--- config.mk ---
export PLATFORM = sky130hd
export DESIGN_NAME = fir_decim_out
export DESIGN_NICKNAME = d
export VERILOG_FILES = /design/src/rtl/fir_pkg.sv /design/src/rtl/fir_sync_fifo.sv /design/src/rtl/fir_decim_out.sv
export SDC_FILE = /design/constraint.sdc
export NUM_CORES = 1
export LEC_CHECK = 0
export BUFFER_PORTS_ARGS = -buffer_cell sky130_fd_sc_hd__buf_2
export CORE_UTILIZATION = 67
export CTS_CLUSTER_SIZE = 30
export DETAILED_ROUTE_END_ITERATION = 10
export PLACE_DENSITY = 0.92
export SLEW_MARGIN = 20
export SYNTH_ARGS = -nofsm -noshare
export SYNTH_HDL_FRONTEND = slang
export SYNTH_SLANG_ARGS = --single-unit
--- constraint.sdc ---
create_clock -name Clk -period 10.82 [get_ports Clk]
set_input_delay 0.541 -clock Clk [delete_from_list [all_inputs] [get_ports Clk]]
set_output_delay 0.541 -clock Clk [all_outputs]
set_load 0.02 [all_outputs]
--- src/rtl/fir_pkg.sv ---
// fir_pkg: shared widths, FSM state type and rounding/saturation helpers
// for the FIR output stage. Rev 1.0
`default_nettype none

package fir_pkg;

  localparam int FIR_OUT_W  = 16;
  localparam int DROP_CNT_W = 8;
  localparam int CALC_W     = 64;

  typedef enum logic [0:0] {
    WARM = 1'b0,
    RUN  = 1'b1
  } state_t;

  // Round half toward +inf, then arithmetic shift right; callers sign-extend into CALC_W.
  function automatic logic signed [CALC_W-1:0] round_shift(
    input logic signed [CALC_W-1:0] val,
    input int                       shift
  );
    logic signed [CALC_W-1:0] bias;
    bias = 64'sd1 <<< (shift - 1);
    return (val + bias) >>> shift;
  endfunction

  function automatic logic signed [CALC_W-1:0] saturate(
    input logic signed [CALC_W-1:0] val,
    input int                       width
  );
    logic signed [CALC_W-1:0] hi;
    logic signed [CALC_W-1:0] lo;
    hi = (64'sd1 <<< (width - 1)) - 64'sd1;
    lo = -(64'sd1 <<< (width - 1));
    if (val > hi)      return hi;
    else if (val < lo) return lo;
    else               return val;
  endfunction

endpackage

`default_nettype wire

--- src/rtl/fir_sync_fifo.sv ---
// fir_sync_fifo: small synchronous FIFO with combinational head output.
// Rev 1.0
`default_nettype none

module fir_sync_fifo #(
  parameter int WIDTH = 8,
  parameter int DEPTH = 8
) (
  input  logic             Clk,
  input  logic             Rst,
  input  logic             push,
  input  logic [WIDTH-1:0] din,
  input  logic             pop,
  output logic [WIDTH-1:0] dout,
  output logic             full,
  output logic             empty
);

  localparam int AW = $clog2(DEPTH);

  logic [WIDTH-1:0] mem [DEPTH];
  logic [AW:0]      wr_ptr;
  logic [AW:0]      rd_ptr;
  logic             do_pop;
  logic             do_push;
  logic [AW-1:0]    last_idx;

  assign empty   = (wr_ptr == rd_ptr);
  assign full    = (wr_ptr[AW] != rd_ptr[AW]) && (wr_ptr[AW-1:0] == rd_ptr[AW-1:0]);
  assign do_pop  = pop && !empty;
  // A push into a full FIFO only lands when the head leaves on the same edge.
  assign do_push = push && (!full || do_pop);

  // When empty, keep showing the entry that was popped last.
  assign last_idx = rd_ptr[AW-1:0] - AW'(1);
  assign dout     = empty ? mem[last_idx] : mem[rd_ptr[AW-1:0]];

  always_ff @(posedge Clk or posedge Rst) begin
    if (Rst) begin
      wr_ptr <= '0;
      rd_ptr <= '0;
      for (int i = 0; i < DEPTH; i++) mem[i] <= '0;
    end else begin
      if (do_push) begin
        mem[wr_ptr[AW-1:0]] <= din;
        wr_ptr              <= wr_ptr + (AW+1)'(1);
      end
      if (do_pop) rd_ptr <= rd_ptr + (AW+1)'(1);
    end
  end

endmodule

`default_nettype wire

--- src/rtl/fir_decim_out.sv ---
// fir_decim_out: warm-up discard, integrate-and-dump decimation, round/shift/
// saturate and FIFO output stage behind the 16-tap FIR. Rev 1.0
`default_nettype none

module fir_decim_out
  import fir_pkg::*;
#(
  parameter int DECIM  = 4,
  parameter int SHIFT  = 6,
  parameter int OUT_W  = 8,
  parameter int DEPTH  = 8,
  parameter int WARMUP = 16
) (
  input  logic                         Clk,
  input  logic                         Rst,
  input  logic signed [FIR_OUT_W-1:0]  Yin,
  input  logic                         In_valid,
  output logic signed [OUT_W-1:0]      Dout,
  output logic                         Dout_valid,
  input  logic                         Dout_ready,
  output logic                         Overflow,
  output logic [DROP_CNT_W-1:0]        Drop_count
);

  localparam int ACC_W = 17 + $clog2(DECIM);
  localparam int PH_W  = $clog2(DECIM);
  localparam int WC_W  = $clog2(WARMUP + 1);

  state_t                   state;
  state_t                   state_nxt;
  logic [WC_W-1:0]          warm_cnt;
  logic [PH_W-1:0]          phase;
  logic signed [ACC_W-1:0]  acc;
  logic signed [ACC_W-1:0]  yin_ext;
  logic signed [ACC_W-1:0]  acc_sum;
  logic signed [ACC_W-1:0]  stage_sum;
  logic                     stage_vld;
  logic signed [CALC_W-1:0] sum_ext;
  logic signed [OUT_W-1:0]  res;
  logic                     res_vld;
  logic                     run_valid;
  logic                     group_end;
  logic                     fifo_full;
  logic                     fifo_empty;
  logic                     drop;

  always_ff @(posedge Clk or posedge Rst) begin
    if (Rst) state <= WARM;
    else     state <= state_nxt;
  end

  always_comb begin
    state_nxt = state;
    case (state)
      WARM:    if (In_valid && (warm_cnt == WC_W'(WARMUP - 1))) state_nxt = RUN;
      RUN:     state_nxt = RUN;
      default: state_nxt = WARM;
    endcase
  end

  always_ff @(posedge Clk or posedge Rst) begin
    if (Rst)                             warm_cnt <= '0;
    else if ((state == WARM) && In_valid) warm_cnt <= warm_cnt + WC_W'(1);
  end

  assign yin_ext   = {{(ACC_W-FIR_OUT_W){Yin[FIR_OUT_W-1]}}, Yin};
  assign acc_sum   = acc + yin_ext;
  assign run_valid = (state == RUN) && In_valid;
  assign group_end = (phase == PH_W'(DECIM - 1));

  always_ff @(posedge Clk or posedge Rst) begin
    if (Rst) begin
      acc       <= '0;
      phase     <= '0;
      stage_sum <= '0;
      stage_vld <= 1'b0;
    end else begin
      stage_vld <= run_valid && group_end;
      if (run_valid) begin
        if (group_end) begin
          stage_sum <= acc_sum;
          acc       <= '0;
          phase     <= '0;
        end else begin
          acc   <= acc_sum;
          phase <= phase + PH_W'(1);
        end
      end
    end
  end

  // Rounded/saturated result is registered once more before entering the FIFO.
  assign sum_ext = {{(CALC_W-ACC_W){stage_sum[ACC_W-1]}}, stage_sum};

  always_ff @(posedge Clk or posedge Rst) begin
    if (Rst) begin
      res     <= '0;
      res_vld <= 1'b0;
    end else begin
      res_vld <= stage_vld;
      if (stage_vld) res <= OUT_W'(saturate(round_shift(sum_ext, SHIFT), OUT_W));
    end
  end

  fir_sync_fifo #(
    .WIDTH (OUT_W),
    .DEPTH (DEPTH)
  ) u_fifo (
    .Clk   (Clk),
    .Rst   (Rst),
    .push  (res_vld),
    .din   (res),
    .pop   (Dout_ready),
    .dout  (Dout),
    .full  (fifo_full),
    .empty (fifo_empty)
  );

  assign Dout_valid = !fifo_empty;
  // Full implies non-empty, so a ready consumer always frees the slot in time.
  assign drop       = res_vld && fifo_full && !Dout_ready;

  always_ff @(posedge Clk or posedge Rst) begin
    if (Rst) begin
      Overflow   <= 1'b0;
      Drop_count <= '0;
    end else if (drop) begin
      Overflow <= 1'b1;
      if (Drop_count != {DROP_CNT_W{1'b1}}) Drop_count <= Drop_count + DROP_CNT_W'(1);
    end
  end

endmodule

`default_nettype wire

# Word-level counts from Yosys, hierarchy flattened

Cells that the tools add are included.

Register bits after elaboration: 137
Input bits: 20
Output and inout bits: 18
Word-level logic and storage cells: 76

Add/sub/neg operators: 8
$lt $le $gt $ge: 6
Equal/unequal tests: 6
Muxes and demuxes: 16
Bitwise operators: 4
Reductions and logical operators: 16

Operator list:

| kind                  | number |
|---|---|
| $bwmux 64             | 1 |
| $mux 8                | 8 |
| $bmux 8 s3            | 2 |
| $demux 8 s3           | 1 |
| $add 19x7->20 const B | 1 |
| $add 19x16->19        | 1 |
| $mux 19               | 1 |
| $gt 14x8->1 const B   | 1 |
| $lt 14x8->1 const B   | 1 |
| $ge 4x4->1 const B    | 3 |
| $not 3->4             | 3 |
| $logic_and 1x1->1     | 10 |
| $add 4x1->4 const B   | 2 |
| $add 8x1->8 const B   | 1 |
| $ne 8x8->1 const B    | 1 |
| $add 5x1->5 const B   | 1 |
| $eq 5x4->1 const B    | 1 |
| $eq 4x4->1            | 1 |
| $lt 4x1->1 const B    | 1 |
| $reduce_and 2->1      | 2 |
| $eq 3x3->1            | 1 |
| $logic_not 1->1       | 3 |
| $sub 3x1->3 const B   | 1 |
| $add 2x1->2 const B   | 1 |
| other kinds (7)       | 7 |

# Depth between registers and ports, before layout

Depth in word-level cells: 6
Mapped depth: 10
Gate-level depth less buffers: 10

# Hierarchy

A second synthesis with hierarchy kept.

Cells, all modules: 635
Area, all modules: 7783.7 um^2

Modules (own cells, without submodules):

| module        | times used | cells each | area an instance (um^2) | sequential area each (um^2) |
|---|---|---|---|---|
| fir_sync_fifo | 1          | 255        | 4000.1                  | 1801.7 |
| fir_decim_out | 1          | 380        | 3783.6                  | 1501.4 |

# Least setup slack after synthesis

Ideal clock, no wire load.

Kind: reg2out
From: register u_fifo.rd_ptr[1]
To: output Dout[6]
Arrival: 2.684 ns
Setup slack: 7.595 ns
Cell stages (with the launch flop): 10
Path buffers: 4
Path through: dfrtp_1 -> buf_2 -> clkbuf_1 -> inv_1 -> ha_1 -> clkbuf_1 -> clkbuf_1 -> mux4_2 -> mux2i_1 -> a21oi_1

Word-level cells in the longest chain between the ends: 6
Elaborated cells between the ends (all ways): 11
Those cells by class: add/sub (1); eq/ne (1); mux (7); bitwise (2)

Ends and longest elaborated chain:

| item                                      | line                | source |
|---|---|---|
| from (decl)                               | fir_sync_fifo.sv:23 | `logic [AW:0] rd_ptr;` |
| from (signal assigned)                    | fir_sync_fifo.sv:48 | `if (do_pop) rd_ptr <= rd_ptr + (AW+1)'(1);` |
| $sub 3x1->3                               | fir_sync_fifo.sv:35 | `assign last_idx = rd_ptr[AW-1:0] - AW'(1);` |
| $not 3->4 (implied by the code)           | fir_sync_fifo.sv:36 | `assign dout = empty ? mem[last_idx] : mem[rd_ptr[AW-1:0]];` |
| $bmux 8 s3                                | fir_sync_fifo.sv:36 |  |
| $mux 8 (implied by the code) (2 in a row) | fir_sync_fifo.sv:36 |  |
| $mux 8 (*)                                | fir_sync_fifo.sv:36 |  |
| to (decl)                                 | fir_decim_out.sv:18 | `output logic signed [OUT_W-1:0] Dout,` |

Every way passes the cells marked *; elsewhere a longest branch is shown, timed or not. The select of a mux whose other input is x is not followed.

# Worst setup path in the final report

From: register u_fifo.rd_ptr[0]
To: output Dout[6]

Word-level cells in the longest chain between the ends: 6
Elaborated cells between the ends (all ways): 11
Those cells by class: add/sub (1); eq/ne (1); mux (7); bitwise (2)

Ends and longest elaborated chain:

| item                                      | line                | source |
|---|---|---|
| $sub 3x1->3                               | fir_sync_fifo.sv:35 |  |
| named net u_fifo.last_idx[0]              | fir_sync_fifo.sv:26 | `logic [AW-1:0] last_idx;` |
| $not 3->4 (implied by the code)           | fir_sync_fifo.sv:36 |  |
| $bmux 8 s3                                | fir_sync_fifo.sv:36 |  |
| $mux 8 (implied by the code) (2 in a row) | fir_sync_fifo.sv:36 |  |
| $mux 8                                    | fir_sync_fifo.sv:36 |  |

The timed path passes the listed nets, and every way through them passes these cells. The select of a mux whose other input is x is not followed.

==> qor_table.md <==
| Step | Result | Reported |
| --- | --- | --- |
| outcome | Result of the run | completed |
| routing | Max Used Layer | met4 |
| yosys | Share of synthesized flip-flops with an asynchronous set or reset | 1.00 |
| placed design | Estimated wirelength of the detail-placed design | 11.1 mm |
| sta | Clock skew after layout | 6.36 ps |
| yosys | Average footprint of a synthesized cell | 11.6 µm² |
| worst setup path | Crit path kind | reg2out |
| power and ir drop | Clk network pwr share | 0.274 |
| worst hold path | Type of the most critical hold path | in2async |
| sta | Slew of the pin with the lowest slew margin | 1070 ps |
| yosys | Sequential fraction of the synthesis area | 0.450 |
| routing | WL/cell | 21.5 µm |
| floorplan | I/O pin count | 38 |
| sta | Final setup violation count | 0 |
| routing | Final ANT Viol Nets | 0 |
| clocking | H-tree depth | 4 |
| yosys | Count of mapped cells out of synthesis | 635 |
| floorplan | Height of the die | 107 µm |
| routing | Total length of routed met2 wires | 8.85 mm |
| worst setup path | Category of the worst setup path launch point | flip-flop |
| power and ir drop | Power per standard cell area | 264 mW/mm² |
| sta | Pins over their slew limit | 0 |
| sta | Setup repair after global routing missed its margin | false |
| clocking | Total number of clock tree sinks | 132 |
| routing | Number of DRC markers in iteration 0 | 429 |
| yosys | Number of enable-type register cells in the synthesized netlist | 0 |
| sta | Fmax | 249 MHz |
| placed design | Dpl cell area | 0.00757 mm² |
| clocking | Clock tree from TritonCTS | yes |
| finish | Layout cells sized above 1 | 0.260 |
| sta | Setup TNS | 0 ps |
| sta | Fin. Hold Viols | 0 |
| yosys | Ys flop type | dfrtp_1 |
| placed design | Post-Place Setup Slack | 7400 ps |
| clocking | Maximum buffer depth of the clock tree | 2 |
| global route | Number of antenna violations at the first check in global routing | 0 |
| sta | Rel. slew slack | 0.286 |
| placed design | Placer congestion estimate | 0.898 |
| worst setup path | Critical path data arrival time | 3470 ps |
| yosys | Seq cells post-synth | 132 |
| routing | Sum of routed wire length over all layers | 17.4 mm |
| floorplan | Initial core utilization | 0.702 |
| global route | First-pass GRT wire length | 28.2 mm |
| clocking | Number of buffers inserted by post-CTS setup repair | 0 |
| power and ir drop | Switching share of power | 0.385 |
| worst setup path | Critical path endpoint category | output port |
| global route | GRT Util Overall | 0.329 |
| placed design | Total of buffers placed on input and output ports | 37 |
| finish | Non-Filler Cell Area, Final | 0.00818 mm² |
| yosys | Netlist cell types | 54 |
| yosys | Post-synthesis cell area | 0.00734 mm² |
| global route | Vias in the first global route | 5,611 |
| power and ir drop | Post-route total power | 2.16 mW |
| worst setup path | Number of cells on the worst reg-to-reg path | 6 |
| clocking | Hold-fix buffers, CTS | 0 |
| floorplan | Die Span X | 107 µm |
| routing | Remaining design rule violation count | 0 |
| routing | Routed via count | 5,510 |
| clocking | Clock slew at the register clock pins of the worst setup and hold paths | 60 ps |
| yosys | Net count after synthesis | 682 |
| yosys | Yosys top cell area share | 0.450 |
| routing | Total routed wire length on the met1 layer | 6.77 mm |
| yosys | Biggest area consumer among synthesized cells | dfrtp_1 |
| clocking | CTS resizes | 0 |
| global route | Maximum number of pins on one net before global-route repair | 82 |
| routing | Total met3 wirelength after detailed routing | 1.13 mm |
| clocking | Insertion delay of the later-clocked pin in the worst-skew pair | 530 ps |
| worst setup path | Data required time of the critical path | 10,280 ps |
| yosys | Number of warnings printed during yosys synthesis | 0 |
| sta | Post-route fraction of the period consumed by the critical path | 0.371 |
| routing | First drt pass iteration count | 5 |
| power and ir drop | Leakage Power | 3.85 nW |
| finish | Signed area change from the synthesized netlist to the final layout | 11.4% |
| power and ir drop | Sequential group share of total power | 0.371 |
| finish | # nets final | 709 |
| routing | Via density | 6.80 |
| sta | Final worst path period need | 4020 ps |
| clocking | CTS root buf | clkbuf_8 |
| power and ir drop | Combinational Power Share | 0.355 |
| clocking | Number of CTS-inserted buffers | 17 |
| power and ir drop | Internal cell power | 1.33 mW |
| power and ir drop | Net Switching | 0.830 mW |
| floorplan | Number of placement rows | 37 |
| floorplan | Die area | 0.0114 mm² |
| finish | Antenna diodes | 0 |
| global route | Remaining global-route overflow | 0 |
| floorplan | CORE AREA | 0.0105 mm² |
| yosys | Synth top area cells | dfrtp_1, mux2_2, mux4_2, ha_1, nand2_1 |
| worst setup path | Worst Path Max Fanout | 37 |
| flow run | Max_cap viols | 0 |
| sta | Worst path setup slack after routing | 6800 ps |
| power and ir drop | Worst IR drop on VDD | 0.198 mV |
==> through the flow <==
| step | hold WS [ps] | cells | utilization |
|---|---|---|---|
| 6_report | 151 | 810 | 0.782 |
| 5_1_grt | 200 | 810 | 0.782 |
| 4_1_cts | 266 | 810 | 0.782 |
| 3_5_place_dp | 461 | 779 | 0.724 |
| 3_3_place_gp | 453 | 779 | 0.724 |
| 2_1_floorplan | 365 | 635 | - |
==> routing by layer <==
layer	global-route usage	vias up
met4	0.156	0
met2	0.547	267
met1	0.406	2800
met5	0	-
met3	0.0790	64
li1	-	2379
==> state kept, by name (all words and copies together), names as in the netlist <==
name,cells
u_fifo.mem,64
acc,19
stage_sum,14
Drop_count,8
res,8
warm_cnt,5
u_fifo.rd_ptr,4
u_fifo.wr_ptr,4
phase,2
Overflow,1
res_vld,1
stage_vld,1
state,1
==> power by group through the flow <==
stage	Sequential, mW	Combinational [mW]	Clock (mW)
6_report	0.800	0.766	0.592
2_1_floorplan	0.682	0.663	0
3_3_place_gp	0.781	0.695	0
3_5_place_dp	0.797	0.740	0
5_1_grt	0.822	0.831	0.616
4_1_cts	0.795	0.756	0.596
==> logic make-up after synthesis <==
family,Yosys count,share of synthesized area
buffers and inverters,47,0.0269
flip-flops,132,0.450
AO/OA/AOI/OAI,123,0.107
AND/OR/NAND/NOR,154,0.104
multiplexers,106,0.210
adder cells (fa/ha/maj),27,0.0470
XOR/XNOR,46,0.0549
==> placed cells by master (no fill, tap or decap), types with 3 or more instances in the layout <==
master,n
a21o_1,13
bufinv_16,4
o21ai_0,42
nand3_1,15
xor2_1,20
and2_1,3
nand4_1,8
clkbuf_16,16
o211ai_1,3
a211oi_1,9
mux4_2,32
a21oi_1,22
o31ai_1,3
nor3_1,3
nand2b_1,9
nand2_1,65
clkinv_2,4
o22ai_1,6
clkbuf_8,3
mux2i_1,9
dfrtp_1,131
nor2_1,26
ha_1,26
nor2b_1,10
a31oi_1,8
mux2_2,65
xnor2_1,26
inv_1,16
buf_2,37
==> worst max-delay path, cell delays in order (launching register included) <==
cell and delay [ps]:
dfrtp_2 1010, inv_1 130, ha_1 850, mux4_2 450, mux2i_1 180, a21oi_1 110, buf_2 200
==> path summary, 6_finish.rpt <==
path,start,to,slack (ps)
min,Rst,Drop_count[0]$_DFFE_PP0P_,150
max,u_fifo.rd_ptr[0]$_DFFE_PP0P_,Dout[6],6800
min in group Clk,In_valid,state$_DFF_PP0_,310
max in group asynchronous,Rst,u_fifo.mem[1]$_DFFE_PP0P_,9560
min reg2reg,warm_cnt[3]$_DFFE_PP0P_,warm_cnt[3]$_DFFE_PP0P_,470
max reg2reg,u_fifo.rd_ptr[1]$_DFFE_PP0P_,u_fifo.mem[25]$_DFFE_PP0P_,7690
==> layout make-up <==
cell class                 count  area [µm²]
timing repair buffer          38         193
clock buffer                  21         449
clock inverter                10         155
fill                         588        2280
inverter                      17        68.8
multi-input combinational    456        3840
tap                          136         170
sequential                   132        3300
==> synth_stat cells (4+ instances only) <==
cell	number
a211oi_1	9
a21o_1	13
a21oi_1	22
a31oi_1	8
buf_2	5
buf_4	4
clkbuf_1	18
dfrtp_1	132
ha_1	26
inv_1	17
mux2_2	65
mux2i_1	9
mux4_2	32
nand2_1	65
nand2b_1	9
nand3_1	15
nand4_1	8
nor2_1	26
nor2b_1	10
o21ai_0	42
o22ai_1	6
xnor2_1	26
xor2_1	20
Power figures use the tool's default switching activity.
